File: config.mk
export PLATFORM = sky130hd
export DESIGN_NAME = swt16_scoreboard
export DESIGN_NICKNAME = d
export VERILOG_FILES = /design/src/rtl/swt16_pkg.sv /design/src/rtl/swt16_sb_counter.sv /design/src/rtl/swt16_scoreboard.sv
export SDC_FILE = /design/constraint.sdc
export NUM_CORES = 1
export LEC_CHECK = 0
export CORE_MARGIN = 3
export CORE_UTILIZATION = 36
export DETAILED_ROUTE_END_ITERATION = 16
export PLACE_DENSITY = 0.67
export SETUP_SLACK_MARGIN = 0.4
export SLEW_MARGIN = 20
export SYNTH_ARGS = -nofsm -noshare
export SYNTH_HDL_FRONTEND = slang
export SYNTH_SLANG_ARGS = --single-unit
File: constraint.sdc
create_clock -name clock -period 4.1 [get_ports clock]
set_clock_uncertainty 0.1 [all_clocks]
set_input_delay 0.82 -clock clock [delete_from_list [all_inputs] [get_ports clock]]
set_output_delay 0.82 -clock clock [all_outputs]
set_load 0.005 [all_outputs]
File: src/rtl/swt16_pkg.sv
// Shared swt16 pipeline constants and width helpers used by decoder, regfile and scoreboard.
package swt16_pkg;

  localparam int unsigned REG_IDX_WIDTH = 4;
  localparam int unsigned NUM_REGS      = 16;
  localparam int unsigned NUM_SRC       = 3;
  localparam int unsigned NUM_CANCEL    = 2;
  localparam int unsigned MAX_PENDING   = 3;

  // Bits needed to hold any value in 0..max_val.
  function automatic int unsigned sum_width(input int unsigned max_val);
    return (max_val < 1) ? 1 : $clog2(max_val + 1);
  endfunction

  localparam int unsigned CNT_WIDTH = sum_width(MAX_PENDING);

endpackage

File: src/rtl/swt16_sb_counter.sv
// One per-register pending-write counter: single increment, multi-decrement,
// clamps at zero and flags the underflow combinationally.
module swt16_sb_counter #(
  parameter int unsigned CNT_WIDTH = 2,
  parameter int unsigned DEC_WIDTH = 2
) (
  input  logic                 clock,
  input  logic                 reset,
  input  logic                 i_inc,
  input  logic [DEC_WIDTH-1:0] i_dec,
  output logic [CNT_WIDTH-1:0] o_count,
  output logic                 o_underflow_c
);

  localparam int unsigned SUM_WIDTH = CNT_WIDTH + DEC_WIDTH + 1;

  logic [CNT_WIDTH-1:0] r_count;
  logic [SUM_WIDTH-1:0] w_up;
  logic [SUM_WIDTH-1:0] w_dec;
  logic [CNT_WIDTH-1:0] w_next;

  always_comb begin
    w_up          = SUM_WIDTH'(r_count) + SUM_WIDTH'(i_inc);
    w_dec         = SUM_WIDTH'(i_dec);
    o_underflow_c = (w_dec > w_up);
    w_next        = o_underflow_c ? '0 : CNT_WIDTH'(w_up - w_dec);
  end

  always_ff @(posedge clock or negedge reset) begin
    if (!reset) r_count <= '0;
    else        r_count <= w_next;
  end

  assign o_count = r_count;

endmodule

File: src/rtl/swt16_scoreboard.sv
// Register scoreboard: counts in-flight writes per register, stalls decode on
// RAW / pending-overflow hazards, releases at writeback or cancel.
module swt16_scoreboard
  import swt16_pkg::*;
#(
  parameter int unsigned REG_IDX_WIDTH = swt16_pkg::REG_IDX_WIDTH,
  parameter int unsigned NUM_REGS      = swt16_pkg::NUM_REGS,
  parameter int unsigned NUM_SRC       = swt16_pkg::NUM_SRC,
  parameter int unsigned NUM_CANCEL    = swt16_pkg::NUM_CANCEL,
  parameter int unsigned MAX_PENDING   = swt16_pkg::MAX_PENDING,
  parameter int unsigned CNT_WIDTH     = swt16_pkg::CNT_WIDTH
) (
  input  logic                                clock,
  input  logic                                reset,
  input  logic                                in_issue_valid,
  input  logic                                in_issue_writes,
  input  logic [REG_IDX_WIDTH-1:0]            in_issue_dst_idx,
  input  logic [NUM_SRC-1:0]                  in_src_used,
  input  logic [NUM_SRC*REG_IDX_WIDTH-1:0]    in_src_idx,
  input  logic                                in_wb_valid,
  input  logic [REG_IDX_WIDTH-1:0]            in_wb_idx,
  input  logic [NUM_CANCEL-1:0]               in_cancel_valid,
  input  logic [NUM_CANCEL*REG_IDX_WIDTH-1:0] in_cancel_idx,
  output logic                                out_stall,
  output logic                                out_issue_accept,
  output logic [NUM_REGS-1:0]                 out_pending,
  output logic                                out_busy,
  output logic                                out_error
);

  // WB plus every cancel port may hit the same register in one cycle.
  localparam int unsigned DEC_WIDTH = sum_width(NUM_CANCEL + 1);

  logic [CNT_WIDTH-1:0] w_count [NUM_REGS];
  logic [DEC_WIDTH-1:0] w_dec   [NUM_REGS];
  logic [NUM_REGS-1:0]  w_inc;
  logic [NUM_REGS-1:0]  w_underflow;
  logic [NUM_REGS-1:0]  w_nz;
  logic [NUM_REGS-1:0]  w_full;
  logic                 w_raw;
  logic                 w_full_hit;
  logic                 w_stall;
  logic                 w_oor;
  logic                 r_error;

  // Hazard detection against registered counts only (no WB bypass).
  always_comb begin
    w_raw      = 1'b0;
    w_full_hit = 1'b0;
    for (int r = 0; r < NUM_REGS; r++) begin
      for (int k = 0; k < NUM_SRC; k++) begin
        if (in_src_used[k] && w_nz[r] &&
            (in_src_idx[k*REG_IDX_WIDTH +: REG_IDX_WIDTH] == REG_IDX_WIDTH'(r)))
          w_raw = 1'b1;
      end
      if (in_issue_writes && w_full[r] && (in_issue_dst_idx == REG_IDX_WIDTH'(r)))
        w_full_hit = 1'b1;
    end
    w_stall = in_issue_valid & (w_raw | w_full_hit);
  end

  assign out_stall        = w_stall;
  assign out_issue_accept = in_issue_valid & ~w_stall;

  // Per-register increment / summed decrement decode.
  always_comb begin
    for (int r = 0; r < NUM_REGS; r++) begin
      w_inc[r] = out_issue_accept & in_issue_writes & (in_issue_dst_idx == REG_IDX_WIDTH'(r));
      w_dec[r] = '0;
      if (in_wb_valid && (in_wb_idx == REG_IDX_WIDTH'(r)))
        w_dec[r] = w_dec[r] + DEC_WIDTH'(1);
      for (int c = 0; c < NUM_CANCEL; c++) begin
        if (in_cancel_valid[c] && (in_cancel_idx[c*REG_IDX_WIDTH +: REG_IDX_WIDTH] == REG_IDX_WIDTH'(r)))
          w_dec[r] = w_dec[r] + DEC_WIDTH'(1);
      end
    end
  end

  // Any valid port naming an untracked register is an error.
  always_comb begin
    w_oor = 1'b0;
    if (in_issue_valid && in_issue_writes && (32'(in_issue_dst_idx) >= NUM_REGS))
      w_oor = 1'b1;
    for (int k = 0; k < NUM_SRC; k++) begin
      if (in_issue_valid && in_src_used[k] &&
          (32'(in_src_idx[k*REG_IDX_WIDTH +: REG_IDX_WIDTH]) >= NUM_REGS))
        w_oor = 1'b1;
    end
    if (in_wb_valid && (32'(in_wb_idx) >= NUM_REGS))
      w_oor = 1'b1;
    for (int c = 0; c < NUM_CANCEL; c++) begin
      if (in_cancel_valid[c] && (32'(in_cancel_idx[c*REG_IDX_WIDTH +: REG_IDX_WIDTH]) >= NUM_REGS))
        w_oor = 1'b1;
    end
  end

  for (genvar g = 0; g < NUM_REGS; g++) begin : g_cnt
    swt16_sb_counter #(
      .CNT_WIDTH (CNT_WIDTH),
      .DEC_WIDTH (DEC_WIDTH)
    ) u_cnt (
      .clock         (clock),
      .reset         (reset),
      .i_inc         (w_inc[g]),
      .i_dec         (w_dec[g]),
      .o_count       (w_count[g]),
      .o_underflow_c (w_underflow[g])
    );
    assign w_nz[g]   = |w_count[g];
    assign w_full[g] = (w_count[g] == CNT_WIDTH'(MAX_PENDING));
  end

  always_ff @(posedge clock or negedge reset) begin
    if (!reset) r_error <= 1'b0;
    else        r_error <= r_error | w_oor | (|w_underflow);
  end

  assign out_pending = w_nz;
  assign out_busy    = |w_nz;
  assign out_error   = r_error;

endmodule

==> metrics.cfg <==
[status]
status = finished, violations left
violations = setup timing

[grt]
grt_max_degree = 34
grt_pass1_wl_um = 31400
grt_usage_pct = 25.4
overflow = 0
grt_pass1_vias = 6070
antenna_found_initial = 0

[clock_network]
insertion_delay_ns = 0.30
cts_buffers = 5
ctsHoldBuffers = 0
cts.sinks = 33
clock-root-buffer = clkbuf_16
max-clock-path-buffers = 2
cts_tree = built
path_clk_slew_ns = 0.06
htreeDepth = 2

[synth]
yosysWarnings = 0
synth_cell_type_count = 54
avgSynthCellArea_um2 = 7.45
async_flop_share_pct = 100
synth_top_family_by_area = adder cells
synthAdderAreaFrac_pct = 27.7
synth-compound-area-share_pct = 13.7
ys.flop_type = dfrtp_1
synth_nets = 830
synthCells = 680
synth_seq_cells = 33
yosys.area_share.simple_pct = 26.2
synth.area.mux_share_pct = 0.198
synth-seq-area-share_pct = 16.3
synth_xor_area_share_pct = 5.36
synth_edf_count = 0
synth_area_um2 = 5070

[pwr]
p_per_area_nw_per_um2 = 467
leakagePower_nw = 4.08
vdd.ir_drop.worst_uv = 211

[setup_path]
cp_slowest_cell = or4_4
worstPathBufferInverterCount = 5
cp-start-kind = input port
path_cells = buf_6, and3b_2, a32o_1, a222oi_1, nand4_1, or4_4, buf_12, buf_12, nor4_4, ha_2, ha_4, inv_2, ha_4, buf_4, nand2_1, a22oi_2, nand2_2, a2111oi_4, nand4_1
required_ns = 4.15
crit_arrival_ns = 4.48
slowest_delay_ns = 0.57
critPathCaptureType = flop
crit_family = simple AND/OR/NAND/NOR gates
cp_max_fo = 7
path_class = in2reg

[finish]
diodes = 0
stdcell_count = 1096
fin_nets = 1069
drive_above_1_share_pct = 41.0
syn2layout_area_growth_pct = 74.3
fill_cells = 1018

[route]
ant_nets = 0
drt-pass1-iter-count = 7
routed_via_density = 5.48
finalWirelength_um = 21100
drc = 0
dr.first_iter.drc_count = 541
wl_per_cell_um = 19.3
vias = 6007

[job]
maxCapViolCount = 0

[floorplan]
dieWidth_um = 125
dieHeight_um = 125
ios = 58
dieArea_um2 = 15500
core_region_area_um2 = 13500
core.rowCount = 42
start_util_pct = 37.5

[place]
placed_cells = 1051
place_hpwl_um = 13200
io_buffers = 57
pre_cts_slack_ns = -1.06
place_congestion = 0.965

[timing]
hold_slack_ns = 0.515
setup_viol = 5
layout_min_cycle_time_ns = 4.43
slew_headroom_pct = 59.9
setup_ws_ns = -0.328
fmax_mhz = 226
grt_setup_unrepaired = yes
tightest_slew_ns = 0.597
period_share_pct = 108
drv_slew = 0
hold_viol_final = 0

[hold_path]
hold_class = reg2reg

## cells in the final DEF, fill, tap and decap left out, types with 5 or more instances in the layout
master,n
nand2b_4,5
xor2_1,26
nand3_1,20
nand4b_1,7
dfrtp_1,33
nor3b_1,8
nor2_4,10
buf_6,46
ha_1,62
nand3b_1,13
nand4_1,9
o22ai_1,8
buf_4,144
dlygate4sd2_1,5
ha_4,38
a211oi_4,8
a21oi_4,14
o21ai_0,13
a21oi_2,6
and3_1,6
nand2_1,48
inv_4,7
inv_1,98
ha_2,12
nor3_1,7
nand2b_1,8
clkbuf_16,5
clkdlybuf4s50_1,35
nor2_2,9
nor4_4,12
nor2_1,72
a21oi_1,19
inv_2,11
buf_2,8
## cell usage after synthesis, types with 12 or more instances
cell type    n  area (um2)
ha_1       112        1400
xor2_1      27         236
nand3b_1    13        97.6
a21oi_1     39         195
nand2b_1    13        81.3
inv_1      116         435
nor3_1      12        60.1
dfrtp_1     33         826
nor2_1      91         342
nand2_1     49         184
nand3_1     20         100
o21ai_0     15        75.1
## worst paths after layout
check | start | end | slack, ns | cells after the start
worst max-delay path | in_src_idx[4] | out_error$_DFF_PN0_ | -0.33 | 19
worst min-delay path | out_error$_DFF_PN0_ | out_error$_DFF_PN0_ | 0.51 | 2
worst max register to register | g_cnt[4].u_cnt.o_count[1]$_DFF_PN0_ | out_error$_DFF_PN0_ | -0.19 | 19
worst min register to register | out_error$_DFF_PN0_ | out_error$_DFF_PN0_ | 0.51 | 2
max in group asynchronous | reset | g_cnt[0].u_cnt.o_count[1]$_DFF_PN0_ | 2.69 | 2
min in group asynchronous | reset | g_cnt[9].u_cnt.o_count[0]$_DFF_PN0_ | 0.85 | 2
## through the flow
stage / TNS [ns] / total power, mW / util [%] / area, um2
6_report: -0.645 / 4.12 / 65.4 / 8830
5_1_grt: -1.39 / 4.32 / 65.4 / 8830
4_1_cts: -0.307 / 3.61 / 63.0 / 8510
3_5_place_dp: -15.80 / 2.47 / 53.1 / 7170
3_3_place_gp: -15.16 / 2.44 / 53.1 / 7170
2_1_floorplan: -0.0178 / 1.42 / - / 5310
## cells by family (layout without fill, tap and decap cells)
| family | after synthesis | count (layout) |
|---|---|---|
| compound gates | 108 | 108 |
| xor+xnor | 31 | 31 |
| fa+ha+maj | 112 | 112 |
| buf+inv | 135 | 375 |
| flops | 33 | 33 |
| mux | 1 | 1 |
| simple gates | 260 | 260 |
## power by group
group	switching (mW)	leakage [nW]	internal [mW]
registers	0.113	0.438	0.416
clock network	0.165	0.0706	0.224
logic	1.49	3.57	1.71
total	1.77	4.08	2.35
## what timing repair did
item / in CTS / in global routing
gates cloned: 2 / 0
buffers inserted: 29 / 6
setup endpoints to repair: 35 / 35
pin swaps: 77 / 33
resized for setup: 240 / 67
## tightest hold or removal path, delay by kind of cell, from the launching register on
kind	cells	cell delay [ns]
DFF	1	0.39
and+or+nand+nor	2	0.18
## final cells by class
type,count,area (um2),area share [%]
multi-input cells,512,4970,56.3
repair buffers,251,2220,25.1
flip-flops and latches,33,826,9.35
inverters,116,453,5.13
well taps,176,220,2.49
clock buffers,6,129,1.46
clock inverters,2,10.0,0.113
## metal layers
| layer | vias to the layer above | part of all wire, % | global-route usage [%] |
|---|---|---|---|
| met5 | - | 0 | 0 |
| met4 | 0 | 6.7 | 14.8 |
| met3 | 109 | 6.2 | 3.56 |
| met2 | 321 | 49 | 45.2 |
| met1 | 2791 | 38 | 28.6 |
| li1 | 2786 | - | - |
## state kept, by name (all words and copies together) (netlist names)
| signal | count |
|---|---|
| out_error | 1 |
| g_cnt.u_cnt.o_count | 32 |
Power figures use the tool's default switching activity.
